File: config.mk
export PLATFORM = sky130hd
export DESIGN_NAME = cust_instr_responder
export DESIGN_NICKNAME = d
export VERILOG_FILES = /design/src/rtl/cust_instr_responder.sv
export SDC_FILE = /design/constraint.sdc
export NUM_CORES = 1
export LEC_CHECK = 0
export CAP_MARGIN = 15
export CORE_ASPECT_RATIO = 0.6
export CORE_MARGIN = 3
export CORE_UTILIZATION = 54
export DETAILED_ROUTE_END_ITERATION = 7
export PLACE_DENSITY = 0.74
export SETUP_SLACK_MARGIN = 0.1
export SLEW_MARGIN = 20
export SYNTH_ARGS = -nofsm -noshare
export SYNTH_HDL_FRONTEND = slang
export SYNTH_SLANG_ARGS = --single-unit
File: constraint.sdc
create_clock -name UserCLK -period 5.3 [get_ports UserCLK]
set_input_delay 1.06 -clock UserCLK [delete_from_list [all_inputs] [get_ports UserCLK]]
set_output_delay 1.06 -clock UserCLK [all_outputs]
set_load 0.005 [all_outputs]
File: src/rtl/cust_instr_responder.sv
// Custom-0 offload responder: queues accepted instructions and executes them in order.
// Single-cycle ALU ops and CLZ finish in one cycle; MUL uses a 32-step shift-add unit.
module cust_instr_responder #(
  parameter logic [6:0]  OPCODE = 7'b0001011,
  parameter int unsigned QDEPTH = 2
) (
  input  logic        UserCLK,
  input  logic        RESETn,
  input  logic        ISSUE_VALID,
  input  logic [31:0] ISSUE_INSTR,
  input  logic [31:0] ISSUE_OPA,
  input  logic [31:0] ISSUE_OPB,
  input  logic [3:0]  ISSUE_ID,
  output logic        ISSUE_READY,
  output logic        ISSUE_ACCEPT,
  output logic        RESULT_VALID,
  output logic [3:0]  RESULT_ID,
  output logic [4:0]  RESULT_RD,
  output logic [31:0] RESULT
);

  localparam int unsigned PtrW = (QDEPTH > 1) ? $clog2(QDEPTH) : 1;
  localparam int unsigned CntW = PtrW + 1;
  localparam logic [CntW-1:0] CntFull = CntW'(QDEPTH);
  localparam logic [PtrW-1:0] PtrLast = PtrW'(QDEPTH - 1);

  localparam logic [2:0] F3Add = 3'b000;
  localparam logic [2:0] F3Sub = 3'b001;
  localparam logic [2:0] F3Xor = 3'b010;
  localparam logic [2:0] F3And = 3'b011;
  localparam logic [2:0] F3Or  = 3'b100;
  localparam logic [2:0] F3Mul = 3'b101;
  localparam logic [2:0] F3Clz = 3'b110;
  localparam logic [2:0] F3Bad = 3'b111;

  typedef struct packed {
    logic [3:0]  id;
    logic [4:0]  rd;
    logic [2:0]  funct3;
    logic [31:0] opa;
    logic [31:0] opb;
  } entry_t;

  typedef enum logic {StIdle, StMul} state_t;

  // Bits above funct3 carry no meaning for this block.
  logic unused_instr;
  assign unused_instr = ^ISSUE_INSTR[31:15];

  // Issue side
  logic            push;
  logic            pop;
  entry_t          push_entry;
  entry_t          head;
  entry_t          queue_q [QDEPTH];
  logic [PtrW-1:0] wptr_q;
  logic [PtrW-1:0] rptr_q;
  logic [CntW-1:0] count_q;

  // Execute side
  state_t      state_q;
  logic [4:0]  mul_cnt_q;
  logic [31:0] mul_a_q;
  logic [31:0] mul_b_q;
  logic [31:0] mul_acc_q;
  logic [3:0]  mul_id_q;
  logic [4:0]  mul_rd_q;
  logic [31:0] mul_acc_step;
  logic [31:0] alu_res;
  logic [5:0]  clz_cnt;

  assign ISSUE_ACCEPT = (ISSUE_INSTR[6:0] == OPCODE) && (ISSUE_INSTR[14:12] != F3Bad);
  // Readiness comes from the registered count only, so a full queue stays closed even
  // in a cycle where the head is being popped.
  assign ISSUE_READY  = (count_q != CntFull);
  assign push         = ISSUE_VALID && ISSUE_READY && ISSUE_ACCEPT;
  assign pop          = (state_q == StIdle) && (count_q != '0);

  assign push_entry = '{
    id:     ISSUE_ID,
    rd:     ISSUE_INSTR[11:7],
    funct3: ISSUE_INSTR[14:12],
    opa:    ISSUE_OPA,
    opb:    ISSUE_OPB
  };

  assign head = queue_q[rptr_q];

  always_ff @(posedge UserCLK or negedge RESETn) begin
    if (!RESETn) begin
      for (int i = 0; i < int'(QDEPTH); i++) begin
        queue_q[i] <= '0;
      end
      wptr_q  <= '0;
      rptr_q  <= '0;
      count_q <= '0;
    end else begin
      if (push) begin
        queue_q[wptr_q] <= push_entry;
        wptr_q          <= (wptr_q == PtrLast) ? '0 : wptr_q + 1'b1;
      end
      if (pop) begin
        rptr_q <= (rptr_q == PtrLast) ? '0 : rptr_q + 1'b1;
      end
      unique case ({push, pop})
        2'b10:   count_q <= count_q + 1'b1;
        2'b01:   count_q <= count_q - 1'b1;
        default: count_q <= count_q;
      endcase
    end
  end

  always_comb begin
    clz_cnt = 6'd32;
    for (int i = 0; i < 32; i++) begin
      if (head.opa[i]) begin
        clz_cnt = 6'(31 - i);
      end
    end
  end

  always_comb begin
    alu_res = '0;
    case (head.funct3)
      F3Add:   alu_res = head.opa + head.opb;
      F3Sub:   alu_res = head.opa - head.opb;
      F3Xor:   alu_res = head.opa ^ head.opb;
      F3And:   alu_res = head.opa & head.opb;
      F3Or:    alu_res = head.opa | head.opb;
      F3Clz:   alu_res = {26'd0, clz_cnt};
      default: alu_res = '0;
    endcase
  end

  // Multiplicand shifts left, multiplier shifts right; one partial product per cycle.
  assign mul_acc_step = mul_acc_q + (mul_b_q[0] ? mul_a_q : 32'd0);

  always_ff @(posedge UserCLK or negedge RESETn) begin
    if (!RESETn) begin
      state_q      <= StIdle;
      mul_cnt_q    <= '0;
      mul_a_q      <= '0;
      mul_b_q      <= '0;
      mul_acc_q    <= '0;
      mul_id_q     <= '0;
      mul_rd_q     <= '0;
      RESULT_VALID <= 1'b0;
      RESULT_ID    <= '0;
      RESULT_RD    <= '0;
      RESULT       <= '0;
    end else begin
      RESULT_VALID <= 1'b0;
      unique case (state_q)
        StIdle: begin
          if (pop) begin
            if (head.funct3 == F3Mul) begin
              mul_a_q   <= head.opa;
              mul_b_q   <= head.opb;
              mul_acc_q <= '0;
              mul_cnt_q <= '0;
              mul_id_q  <= head.id;
              mul_rd_q  <= head.rd;
              state_q   <= StMul;
            end else begin
              RESULT_VALID <= 1'b1;
              RESULT_ID    <= head.id;
              RESULT_RD    <= head.rd;
              RESULT       <= alu_res;
            end
          end
        end
        StMul: begin
          mul_acc_q <= mul_acc_step;
          mul_a_q   <= {mul_a_q[30:0], 1'b0};
          mul_b_q   <= {1'b0, mul_b_q[31:1]};
          mul_cnt_q <= mul_cnt_q + 1'b1;
          if (mul_cnt_q == 5'd31) begin
            RESULT_VALID <= 1'b1;
            RESULT_ID    <= mul_id_q;
            RESULT_RD    <= mul_rd_q;
            RESULT       <= mul_acc_step;
            state_q      <= StIdle;
          end
        end
        default: state_q <= StIdle;
      endcase
    end
  end

endmodule

; After elaboration in Yosys (flattened, before gate mapping)
; Cells that the tools add are included.
[classes]
add_sub_neg = 8
bitwise = 6
reduce_logical = 11
n_eq_ne = 16
n_mux = 75
magnitude_cmp = 3
[op_table]
columns = operator, count
row1 = two-way mux 32 bit, 10
row2 = two-way mux 76 bit, 4
row3 = case mux 32 bit (2 select lines), 4
row4 = two-way mux 6 bit, 32
row5 = case mux 32 bit (6 select lines), 1
row6 = bitwise mux 152 bit, 1
row7 = demux 76 bit (select 1 bit), 1
row8 = adder 32 bit, 2
row9 = bitwise AND 32 bit, 1
row10 = bitwise OR 32 bit, 1
row11 = subtractor 32 bit, 1
row12 = XOR 32 bit, 1
row13 = two-way mux 5 bit, 5
row14 = case mux 5 bit (2 select lines), 2
row15 = two-way mux 4 bit, 3
row16 = "equality test 3 bit, second input constant", 3
row17 = two-way mux 1 bit, 8
row18 = case mux 4 bit (2 select lines), 1
row19 = "equality test 7 x 4 -> 1 bit, second input constant", 1
row20 = "equality test 3 x 2 -> 1 bit, second input constant", 2
row21 = "inequality test 2 bit, second input constant", 3
row22 = AND reduction 3 bit, 2
row23 = "adder 5 x 1 -> 5 bit, second input constant", 1
row24 = "equality test 5 bit, second input constant", 1
row25 = 18 further kinds, 28
[word_totals]
inputBits = 103
reg_bits = 309
wordCells = 143
output_inout_bits = 44

; Logic depth before layout (Yosys ltp)
; Gate-level depths: netlist of the first run.
[depth]
word_depth = 40
mapped_depth = 28
depth_no_buf = 20

; Least setup slack after synthesis of the first run
; No wires, ideal clock.
[synth_timing]
path_kind = flip-flop to flip-flop
from = register rptr_q
to = register RESULT[31]
period_less_slack_ps = 5863
path_buffers = 8
arrival_ps = 5783
setup_time_ps = 80
path_stages_with_launch = 28
setup_slack_ps = -563
t_required_ps = 5220
path_cell_list = dfrtp_1 -> buf_6 -> buf_6 -> buf_6 -> buf_4 -> buf_2 -> buf_2 -> buf_2 -> mux2i_1 -> ha_1 -> nand3_1 -> or2_1 -> nand2b_1 -> nor2b_1 -> nand3_1 -> o31ai_1 -> xnor2_1 -> ha_1 -> clkbuf_1 -> a211oi_1 -> nand2_1 -> a221o_1 -> a21oi_1 -> inv_1 -> or3_1 -> a21oi_1 -> nor4_1 -> nor3_2
[synth_via]
elab_chain_cells = 9
word_cells_on_any_way = 22
cone_classes = add/sub (2) / eq/ne (7) / mux (7) / bitwise (4) / reduce/logical (2)
[synth_lines]
columns = item, line_no
row1 = "start, declared", 57  ; logic [PtrW-1:0] rptr_q;
row2 = "start signal, assigned", 103  ; rptr_q <= (rptr_q == PtrLast) ? '0 : rptr_q + 1'b1;
row3 = NOT 1 -> 2 bit (not written as such) *, 87  ; assign head = queue_q[rptr_q];
row4 = two-way mux 76 bit (not written as such) * (3 in series), 87
row5 = "subtractor 32 bit, or another cell as far along", 126  ; F3Sub: alu_res = head.opa - head.opb;
row6 = case mux 32 bit (6 select lines), 124  ; case (head.funct3)
row7 = two-way mux 32 bit, 156  ; if (head.funct3 == F3Mul) begin
row8 = two-way mux 32 bit, 155  ; if (pop) begin
row9 = case mux 32 bit (2 select lines), 153  ; unique case (state_q)
row10 = "end signal, assigned", 168  ; RESULT <= alu_res;
row11 = "end signal, assigned", 181  ; RESULT <= mul_acc_step;
row12 = "end, declared", 19  ; output logic [31:0] RESULT
; Every way passes the cells marked *; elsewhere a longest branch is shown, timed or not. The select of a mux whose other input is x is not followed.
; A chain may end at the register's enable or synchronous reset.

; Worst setup path after layout of the first run
[layout_timing]
from = register rptr_q
to = register RESULT[26]
; The elaborated chain is that of the path after synthesis.

==> impl_metrics.env, run 1 <==
export IMPL_status="finished, violations left"
export IMPL_violations="DRC"
export IMPL_drt_iter0_markers=1966
export IMPL_cts_buffer_depth=3
export IMPL_synth_area_leaders="dfrtp_1 (40%), mux2_2 (9.4%), ha_1 (8.3%)"
export IMPL_synth_flop_cell="dfrtp_1"
export IMPL_start_util_pct=55.2
export IMPL_drt_wl_total_mm=61.7
export IMPL_numCtsBuffers=30
export IMPL_fin_crit_sh_pct=93.5
export IMPL_dpl_instance_area_mm2=0.0222
export IMPL_portBuffers=129
export IMPL_r2r_slack_ns=0.34
export IMPL_die_area_mm2=0.0385
export IMPL_final_max_slew_viol_count=0
export IMPL_fmax_ghz=0.202
export IMPL_netlist_top_cell_by_area="dfrtp_1"
export IMPL_ys_warn_count=0
export IMPL_wl_per_cell_um=22.3
export IMPL_finalNetCount=2517
export IMPL_htree_levels=1
export IMPL_overflow=0
export IMPL_clock_sinks=309
export IMPL_hold_depth=2
export IMPL_ys_async_sr_fraction_pct=100
export IMPL_dpl_hpwl_mm=45.6
export IMPL_synthCells=2076
export IMPL_die_height_um=153
export IMPL_synth_top_area_share_pct=39.7
export IMPL_antenna_found_initial=1
export IMPL_netlist_area_mm2=0.0195
export IMPL_rsz0062_at_grt="no"
export IMPL_cp_max_fo=13
export IMPL_grt_max_degree=121
export IMPL_synth_distinct_cells=81
export IMPL_ant_nets=0
export IMPL_relSlewSlack_pct=29.5
export IMPL_ys_seq_area_share_pct=39.7
export IMPL_hold_class="reg -> reg"
export IMPL_power_leakage_nw=11.6
export IMPL_worstReg2RegEnd="RESULT[26]"
export IMPL_die_x_um=251
export IMPL_first_pass_iters=8
export IMPL_finalCriticalPeriod_ns=4.96
export IMPL_final_setup_tns_ns=0
export IMPL_r2r_cells=20
export IMPL_clockRootBuffer="clkbuf_16"
export IMPL_cts_hold_buf=0
export IMPL_placementRows=53
export IMPL_drc=1
export IMPL_r2r_start="rptr_q"
export IMPL_drive_gt1_share_pct=17.6
export IMPL_gp_congestion=1.02
export IMPL_num_antenna_cells=0
export IMPL_arrival_ns=5.41
export IMPL_crit_type="reg -> reg"
export IMPL_setup_viol=0
export IMPL_fin_skew_ns=0.0189
export IMPL_viasPerCell=6.16
export IMPL_synth_net_count=2310
export IMPL_core_area_mm2=0.0353
export IMPL_grt_pass1_wl_mm=95.2
export IMPL_ys_ff_latch=309
export IMPL_clk_pin_slew_worst_paths_ns=0.07
export IMPL_ir_drop_mv=0.291
export IMPL_clk_latency_ns=0.59
export IMPL_grt_total_usage_pct=31.7
export IMPL_fin_area_mm2=0.0233
export IMPL_required_ns=5.76
export IMPL_drv_cap=0
export IMPL_cts_tree="built"
export IMPL_p_per_area_mw_per_mm2=440
export IMPL_startpoint="rptr_q"
export IMPL_worst_slew_pin_transition_ns=1.06
export IMPL_ioPinCount=147
export IMPL_synth_avg_cell_area_um2=9.38
export IMPL_critPathLaunchType="flop"
export IMPL_hold_viol_final=0
export IMPL_grt_pass1_vias=16426
export IMPL_vias=17065
export IMPL_synth_edf_count=0
export IMPL_end_kind="flop"
export IMPL_endpoint="RESULT[26]"
export IMPL_areaGrowthSynthToFinish_pct=19.6
-- stage by stage --
stage | hold slack [ns] | util [%] | power, mW | setup WS, ns | cells
2_1_floorplan | 0.448 | - | 5.98 | 0.136 | 2076
3_3_place_gp | 0.455 | 63.0 | 7.75 | 0.370 | 2717
3_5_place_dp | 0.456 | 63.0 | 7.84 | 0.299 | 2717
4_1_cts | 0.471 | 65.9 | 10.1 | 0.243 | 2770
5_1_grt | 0.501 | 66.0 | 10.8 | 0.117 | 2771
6_report | 0.464 | 66.0 | 10.3 | 0.344 | 2771
-- flip-flops by register name, indices dropped and copies added, names as in the netlist --
| signal | count |
|---|---|
| RESULT | 32 |
| RESULT_ID | 4 |
| RESULT_RD | 5 |
| RESULT_VALID | 1 |
| count_q | 2 |
| mul_a_q | 32 |
| mul_acc_q | 32 |
| mul_b_q | 32 |
| mul_cnt_q | 5 |
| mul_id_q | 4 |
| mul_rd_q | 5 |
| queue_q | 152 |
| rptr_q | 1 |
| state_q | 1 |
| wptr_q | 1 |
-- routing by layer --
metal	share of wire (%)	up-vias	GRT usage, %	wire length, µm
met5	0.019	-	0	12
met4	2.5	2	7.39	1550
met3	10	98	6.89	6360
met2	43	759	47.6	26400
met1	44	8382	46.9	27400
li1	-	7824	-	-
-- how the worst min path moves through the flow --
stage,from,end,slack (ns)
floorplan,mul_b_q[20],mul_b_q[19],0.45
global placement,RESULT[3],RESULT[3],0.45
detailed placement,RESULT[3],RESULT[3],0.46
CTS,RESULT[3],RESULT[3],0.47
global route,mul_acc_q[0],mul_acc_q[0],0.50
finish,RESULT[3],RESULT[3],0.46
-- cells by family after synthesis --
| logic type | count (synthesis) | share of synthesized area (%) |
|---|---|---|
| flops | 309 | 39.7 |
| buf+inv | 198 | 4.10 |
| compound gates | 548 | 17.4 |
| xor+xnor | 82 | 3.69 |
| fa+ha+maj | 131 | 8.49 |
| simple gates | 569 | 13.2 |
| mux | 239 | 13.4 |
-- worst max-delay path: stages, from the launching register on --
cell and delay, ns:
dfrtp_4 0.61, mux2i_4 0.33, ha_4 0.16, nand3_1 0.13, or2_1 0.37, buf_4 0.18
o31ai_1 0.25, xnor2_1 0.12, ha_1 0.37, buf_4 0.14, and2_1 0.15, nor2b_1 0.15
a21oi_1 0.15, o21ai_0 0.10, buf_4 0.16, a211oi_1 0.21, nand2_1 0.21, a31oi_1 0.40
xnor2_1 0.11, a222oi_1 0.39, o21ai_0 0.13
-- final cells by class --
| class | count | area [µm²] |
|---|---|---|
| Clock buffer | 42 | 867 |
| Clock inverter | 11 | 161 |
| Fill cell | 2819 | 12000 |
| Inverter | 91 | 342 |
| Multi-Input combinational cell | 1569 | 11100 |
| Sequential cell | 309 | 7740 |
| Tap cell | 467 | 584 |
| Timing Repair Buffer | 282 | 2530 |
-- power breakdown --
group	internal [mW]	switching, mW	total [mW]	leakage (nW)
sequential	2.73	0.331	3.06	4.22
combinational	2.06	2.85	4.91	6.84
clock	1.33	0.948	2.28	0.505
-- synthesized netlist by cell type, drive strengths merged (5+ instances only) --
master  number
mux2       163
nor2       151
nor4         9
nand3       34
buf         22
or3         10
o21bai      10
o211ai      18
ha         129
a21o        30
a31oi       19
a22oi        7
a21oi      171
o221ai       7
dfrtp      309
xor2        16
nor2b       14
inv         91
o21ai      172
nand2b       6
a311oi       5
and2        38
mux2i       76
o31ai       17
or2          5
a222oi      19
clkbuf      85
xnor2       66
and3        10
a211oi      13
nand2      238
nor3        28
o21a        18
nand4        8
-- what timing repair did --
item,in CTS,in global routing
setup endpoints to repair,0,15
gates resized for setup,0,4
hold endpoints to repair,0,0
setup buffers,0,1
-- placed cells by master, fill, tap and decap left out, types with 31 or more instances in the layout --
master / n
dfrtp_1: 307
nand2_1: 238
a21oi_1: 168
mux2_2: 162
o21ai_0: 161
nor2_1: 147
buf_4: 145
ha_1: 128
clkdlybuf4s50_1: 128
inv_1: 85
mux2i_1: 73
xnor2_1: 66
and2_1: 38
nand3_1: 33
clkbuf_16: 31
Note: power is estimated with default switching activity, not from simulation.
==> inputs of run 2 (changes only) <==
Clock period 5.3 ns to 4.3 ns, I/O delays scaled along.
==> impl_metrics.env, run 2 (same netlist as run 1, synthesis figures left out) <==
export IMPL_clock_sinks=309
export IMPL_ant_nets=0
export IMPL_worstReg2RegEnd="RESULT[25]"
export IMPL_largest_reg_flops=152
export IMPL_numCtsBuffers=30
export IMPL_areaGrowthSynthToFinish_pct=28.0
export IMPL_setup_viol=5
export IMPL_r2r_cells=21
export IMPL_die_x_um=251
export IMPL_fin_area_mm2=0.0249
export IMPL_required_ns=4.77
export IMPL_grt_max_degree=95
export IMPL_fin_skew_ns=0.0196
export IMPL_wl_per_cell_um=20.8
export IMPL_worst_slew_pin_transition_ns=0.892
export IMPL_r2r_start="rptr_q"
export IMPL_antenna_found_initial=0
export IMPL_cts_tree="built"
export IMPL_crit_type="reg -> reg"
export IMPL_hold_viol_final=0
export IMPL_power_leakage_nw=12.2
export IMPL_htree_levels=1
export IMPL_finalCriticalPeriod_ns=4.41
export IMPL_portBuffers=129
export IMPL_drv_cap=0
export IMPL_grt_total_usage_pct=30.5
export IMPL_ioPinCount=147
export IMPL_drive_gt1_share_pct=25.6
export IMPL_finalNetCount=2615
export IMPL_regMostFlops="queue_q"
export IMPL_status="finished, violations left"
export IMPL_fmax_ghz=0.227
export IMPL_violations="setup timing"
export IMPL_drt_iter0_markers=1700
export IMPL_vias=17278
export IMPL_grt_pass1_vias=17291
export IMPL_arrival_ns=4.89
export IMPL_worst_slack_ns=-0.113
export IMPL_drt_wl_total_mm=59.6
export IMPL_final_util_pct=70.7
export IMPL_viasPerCell=6.02
export IMPL_grt_pass1_wl_mm=93.9
export IMPL_critPathLaunchType="flop"
export IMPL_final_cell_mix="dfrtp_1 (307), nand2_1 (232), buf_4 (232)"
export IMPL_overflow=0
export IMPL_p_per_area_mw_per_mm2=552
export IMPL_dpl_hpwl_mm=43.6
export IMPL_gp_congestion=0.997
export IMPL_drc=0
export IMPL_clockRootBuffer="clkbuf_16"
export IMPL_cts_buffer_depth=3
export IMPL_end_kind="flop"
export IMPL_cp_max_fo=7
export IMPL_final_max_slew_viol_count=0
export IMPL_r2r_slack_ns=-0.11
export IMPL_relSlewSlack_pct=40.4
export IMPL_die_area_mm2=0.0385
export IMPL_start_util_pct=55.2
export IMPL_ir_drop_mv=0.336
export IMPL_first_pass_iters=8
export IMPL_final_common_cell="dfrtp_1"
export IMPL_rsz0062_at_grt="yes"
export IMPL_clk_pin_slew_worst_paths_ns=0.07
export IMPL_die_height_um=153
export IMPL_hold_ws_ns=0.318
export IMPL_clk_latency_ns=0.58
export IMPL_hold_class="in -> async"
export IMPL_fin_crit_sh_pct=103
export IMPL_core_area_mm2=0.0353
export IMPL_dpl_instance_area_mm2=0.0228
export IMPL_placementRows=53
export IMPL_finalPower_mw=13.8
[run 2: area by class of cell]
class / count / area, µm²
sequential: 309 / 7740
antenna: 1 / 2.50
timing repair buffer: 380 / 3380
tap: 467 / 584
clock inverter: 13 / 201
inverter: 91 / 342
fill: 2628 / 10400
clock buffer: 40 / 870
multi-input combinational: 1569 / 11800
[run 2: what timing repair did]
item                                    in CTS  in global routing
endpoints found under the setup margin      23                 23
pin swaps                                   42                 55
gates resized for setup                     77                 71
hold buffers                                 0                  0
gates cloned                                 1                  0
setup buffers                               24                 12
[run 2: how the worst max path moves through the flow]
stage                      start    endpoint  cells after the start
after floorplan           rptr_q  RESULT[31]                     27
after global placement    rptr_q  RESULT[23]                     21
after detailed placement  rptr_q  RESULT[25]                     20
after CTS                 rptr_q  RESULT[25]                     22
after global routing      rptr_q  RESULT[31]                     20
final                     rptr_q  RESULT[25]                     21
[run 2: critical path, stage by stage, from the launching register on]
cell	delay, ns
dfrtp_4	0.50
buf_12	0.16
buf_12	0.15
buf_4	0.15
mux2i_2	0.19
and3_4	0.22
and2_1	0.18
nor2b_4	0.18
nor2_2	0.04
xnor2_1	0.13
ha_1	0.31
inv_2	0.05
nor4_4	0.32
nand2_1	0.14
o32ai_4	0.40
o311ai_4	0.16
o21ai_2	0.16
xnor2_1	0.08
a222oi_1	0.38
buf_4	0.20
o221ai_2	0.07
o21a_1	0.12
[run 2: power by group]
part           switching (mW)  internal, mW
Clock                    1.19          1.71
Sequential              0.387          3.37
Combinational            3.87          3.25
[run 2: metrics by stage]
step           instances  TNS [ns]  worst slack (ns)
2_1_floorplan       2076     -5.22            -0.607
6_report            2870    -0.312            -0.113
5_1_grt             2869     -2.09            -0.272
4_1_cts             2858   -0.0597           -0.0375
3_3_place_gp        2780     -1.26            -0.279
3_5_place_dp        2780     -1.71            -0.335
[run 2: routing by layer]
| layer | global-route usage (%) | routed length [µm] | vias to the layer above |
|---|---|---|---|
| met1 | 43.1 | 26300 | 8533 |
| li1 | - | - | 8012 |
| met3 | 4.98 | 4380 | 107 |
| met5 | 0 | 0 | - |
| met4 | 7.83 | 1530 | 0 |
| met2 | 49.4 | 27300 | 626 |
==> inputs of run 3 (changes only) <==
--- a/config.mk
+++ b/config.mk
@@ -10,5 +10,5 @@
 export CORE_MARGIN = 3
-export CORE_UTILIZATION = 54
+export CORE_UTILIZATION = 30
 export DETAILED_ROUTE_END_ITERATION = 7
-export PLACE_DENSITY = 0.74
+export PLACE_DENSITY = 0.45
 export SETUP_SLACK_MARGIN = 0.1
--- a/constraint.sdc
+++ b/constraint.sdc
@@ -3,2 +3,2 @@
 set_output_delay 0.86 -clock UserCLK [all_outputs]
-set_load 0.005 [all_outputs]
+set_load 0.05 [all_outputs]
==> impl_metrics.env, run 3 (same netlist as run 1, synthesis figures left out) <==
export IMPL_ant_nets=0
export IMPL_crit_path_cell_trace="buf_6 > mux2i_4 > ha_4 > nand3_4 > or2_4 > nand2b_4 > nor2b_4 > nor2_4 > xnor2_2 > ha_1 > inv_2 > nor4_4 > buf_4 > nand2_4 > o32ai_4 > buf_12 > o311ai_4 > nand2_1 > xnor2_1 > a222oi_1 > buf_4 > o211ai_1 > o21a_1"
export IMPL_grt_total_usage_pct=19.2
export IMPL_clk_pin_slew_worst_paths_ns=0.07
export IMPL_cts_buffer_depth=3
export IMPL_critPathLaunchType="flop"
export IMPL_r2r_cells=23
export IMPL_crit_type="reg -> reg"
export IMPL_grt_max_degree=126
export IMPL_cp_max_fo=6
export IMPL_die_height_um=203
export IMPL_path_delay_family="simple AND/OR/NAND/NOR gates"
export IMPL_clockRootBuffer="clkbuf_16"
export IMPL_finalNetCount=2711
export IMPL_ioPinCount=147
export IMPL_regArea_mm2=0.00774
export IMPL_die_x_um=335
export IMPL_cts_hold_buf=0
export IMPL_netSwitchingFraction_pct=41.7
export IMPL_violations="setup timing"
export IMPL_worst_slack_ns=-0.239
export IMPL_dp_cells=3243
export IMPL_clockPowerShare_pct=21.0
export IMPL_fin_crit_sh_pct=106
export IMPL_p_int_mw=8.79
export IMPL_gp_congestion=0.925
export IMPL_p_sw_mw=6.28
export IMPL_finalPower_mw=15.1
export IMPL_clk_latency_ns=0.55
export IMPL_fin_skew_ns=0.0228
export IMPL_fmax_ghz=0.220
export IMPL_numCtsBuffers=35
export IMPL_wl_per_cell_um=19.7
export IMPL_layoutNonFillerInstCount=3339
export IMPL_dpl_hpwl_mm=49.7
export IMPL_regMostFlops="queue_q"
export IMPL_multi_input_area_mm2=0.0118
export IMPL_viasPerCell=5.11
export IMPL_setup_viol=7
export IMPL_areaGrowthSynthToFinish_pct=34.7
export IMPL_worst_slew_pin_transition_ns=0.858
export IMPL_ir_drop_mv=0.257
export IMPL_num_antenna_cells=0
export IMPL_overflow=0
export IMPL_die_area_mm2=0.0681
export IMPL_cts_tree="built"
export IMPL_grt_pass1_wl_mm=101
export IMPL_hold_class="in -> async"
export IMPL_drt_iter0_markers=1066
export IMPL_cp_slowest_cell="dfrtp_4"
export IMPL_drc=0
export IMPL_first_pass_iters=7
export IMPL_portBuffers=129
export IMPL_fillCellCount=6279
export IMPL_relSlewSlack_pct=42.8
export IMPL_drive_gt1_share_pct=28.7
export IMPL_crit_top_cell="buf_4"
export IMPL_status="finished, violations left"
export IMPL_seqPwrFrac_pct=24.7
export IMPL_arrival_ns=4.95
export IMPL_required_ns=4.71
export IMPL_finalCriticalPeriod_ns=4.54
export IMPL_placementRows=71
export IMPL_vias=17070
export IMPL_final_cell_mix="buf_4 (316), dfrtp_1 (307), nand2_1 (230)"
export IMPL_cp_depth=23
export IMPL_final_max_slew_viol_count=0
export IMPL_hold_viol_final=0
export IMPL_drv_cap=0
export IMPL_final_common_cell="buf_4"
export IMPL_r2r_slack_ns=-0.24
export IMPL_critPathBufInv=5
export IMPL_antenna_found_initial=0
export IMPL_p_per_area_mw_per_mm2=574
export IMPL_core_area_mm2=0.0634
export IMPL_drt_wl_total_mm=65.7
export IMPL_largest_reg_flops=152
export IMPL_grt_pass1_vias=17324
export IMPL_combPwrFrac_pct=54.3
export IMPL_clock_sinks=309
export IMPL_end_kind="flop"
export IMPL_crit_path_max_incr_delay_ns=0.55
export IMPL_rsz0062_at_grt="yes"
export IMPL_htree_levels=2
export IMPL_hold_ws_ns=0.310
export IMPL_start_util_pct=30.7
export IMPL_power_leakage_nw=12.7
==> run 3: changes by cell type in the layout (fill, tap and decap cells not counted), sizes merged <==
cell | previous run | this run
diode | 1 | 0
bufinv | 5 | 4
buf | 252 | 343
clkinv | 4 | 1
clkinvlp | 3 | 5
clkbuf | 40 | 49
==> run 3: cell type report <==
| cell class | instances | area share [%] |
|---|---|---|
| timing repair buffer | 471 | 15.5 |
| clock buffer | 49 | 3.88 |
| sequential | 309 | 29.5 |
| tap | 839 | 4.00 |
| multi-input combinational | 1569 | 45.1 |
| inverter | 91 | 1.30 |
| clock inverter | 11 | 0.653 |
==> run 3: power groups by stage <==
stage          logic [mW]  clock network [mW]  registers [mW]
4_1_cts              7.65                3.28            3.73
6_report             8.18                3.17            3.72
3_5_place_dp         7.26                   0            3.78
3_3_place_gp         7.21                   0            3.76
5_1_grt              8.82                3.40            3.79
2_1_floorplan        3.89                   0            4.22
==> run 3: through the flow <==
| stage | setup TNS, ns | setup WS, ns | cell area [µm²] | utilization (%) |
|---|---|---|---|---|
| after global routing | -3.14 | -0.352 | 26200 | 41.4 |
| after CTS | -1.06 | -0.185 | 25600 | 40.4 |
| after detailed placement | -4.71 | -0.372 | 24000 | 37.9 |
| after global placement | -4.15 | -0.364 | 24000 | 37.9 |
| after floorplan | -5.22 | -0.607 | 19700 | - |
| final | -1.15 | -0.239 | 26200 | 41.4 |
==> run 3: routing by layer <==
layer,global-route usage [%],part of all wire [%],vias up
met5,0,0,-
met4,3.92,1.7,0
met3,4.13,5.4,79
met2,29.8,44,346
met1,27.5,49,8466
li1,-,-,8179
==> run 3: worst paths after layout <==
check / startpoint / endpoint
setup / recovery: rptr_q / RESULT[23]
hold / removal: RESETn / queue_q[110]
setup reg to reg: rptr_q / RESULT[23]
hold reg to reg: mul_b_q[17] / mul_b_q[16]
max in group asynchronous: RESETn / RESULT[21]
min in group UserCLK: mul_b_q[17] / mul_b_q[16]
==> run 3: timing repair <==
action | 4_1_cts | 5_1_grt
pin swaps | 17 | 66
setup buffers | 13 | 24
gates resized for setup | 64 | 99
hold endpoints to repair | 0 | 0
cloned | 1 | 0
endpoints found under the setup margin | 23 | 24
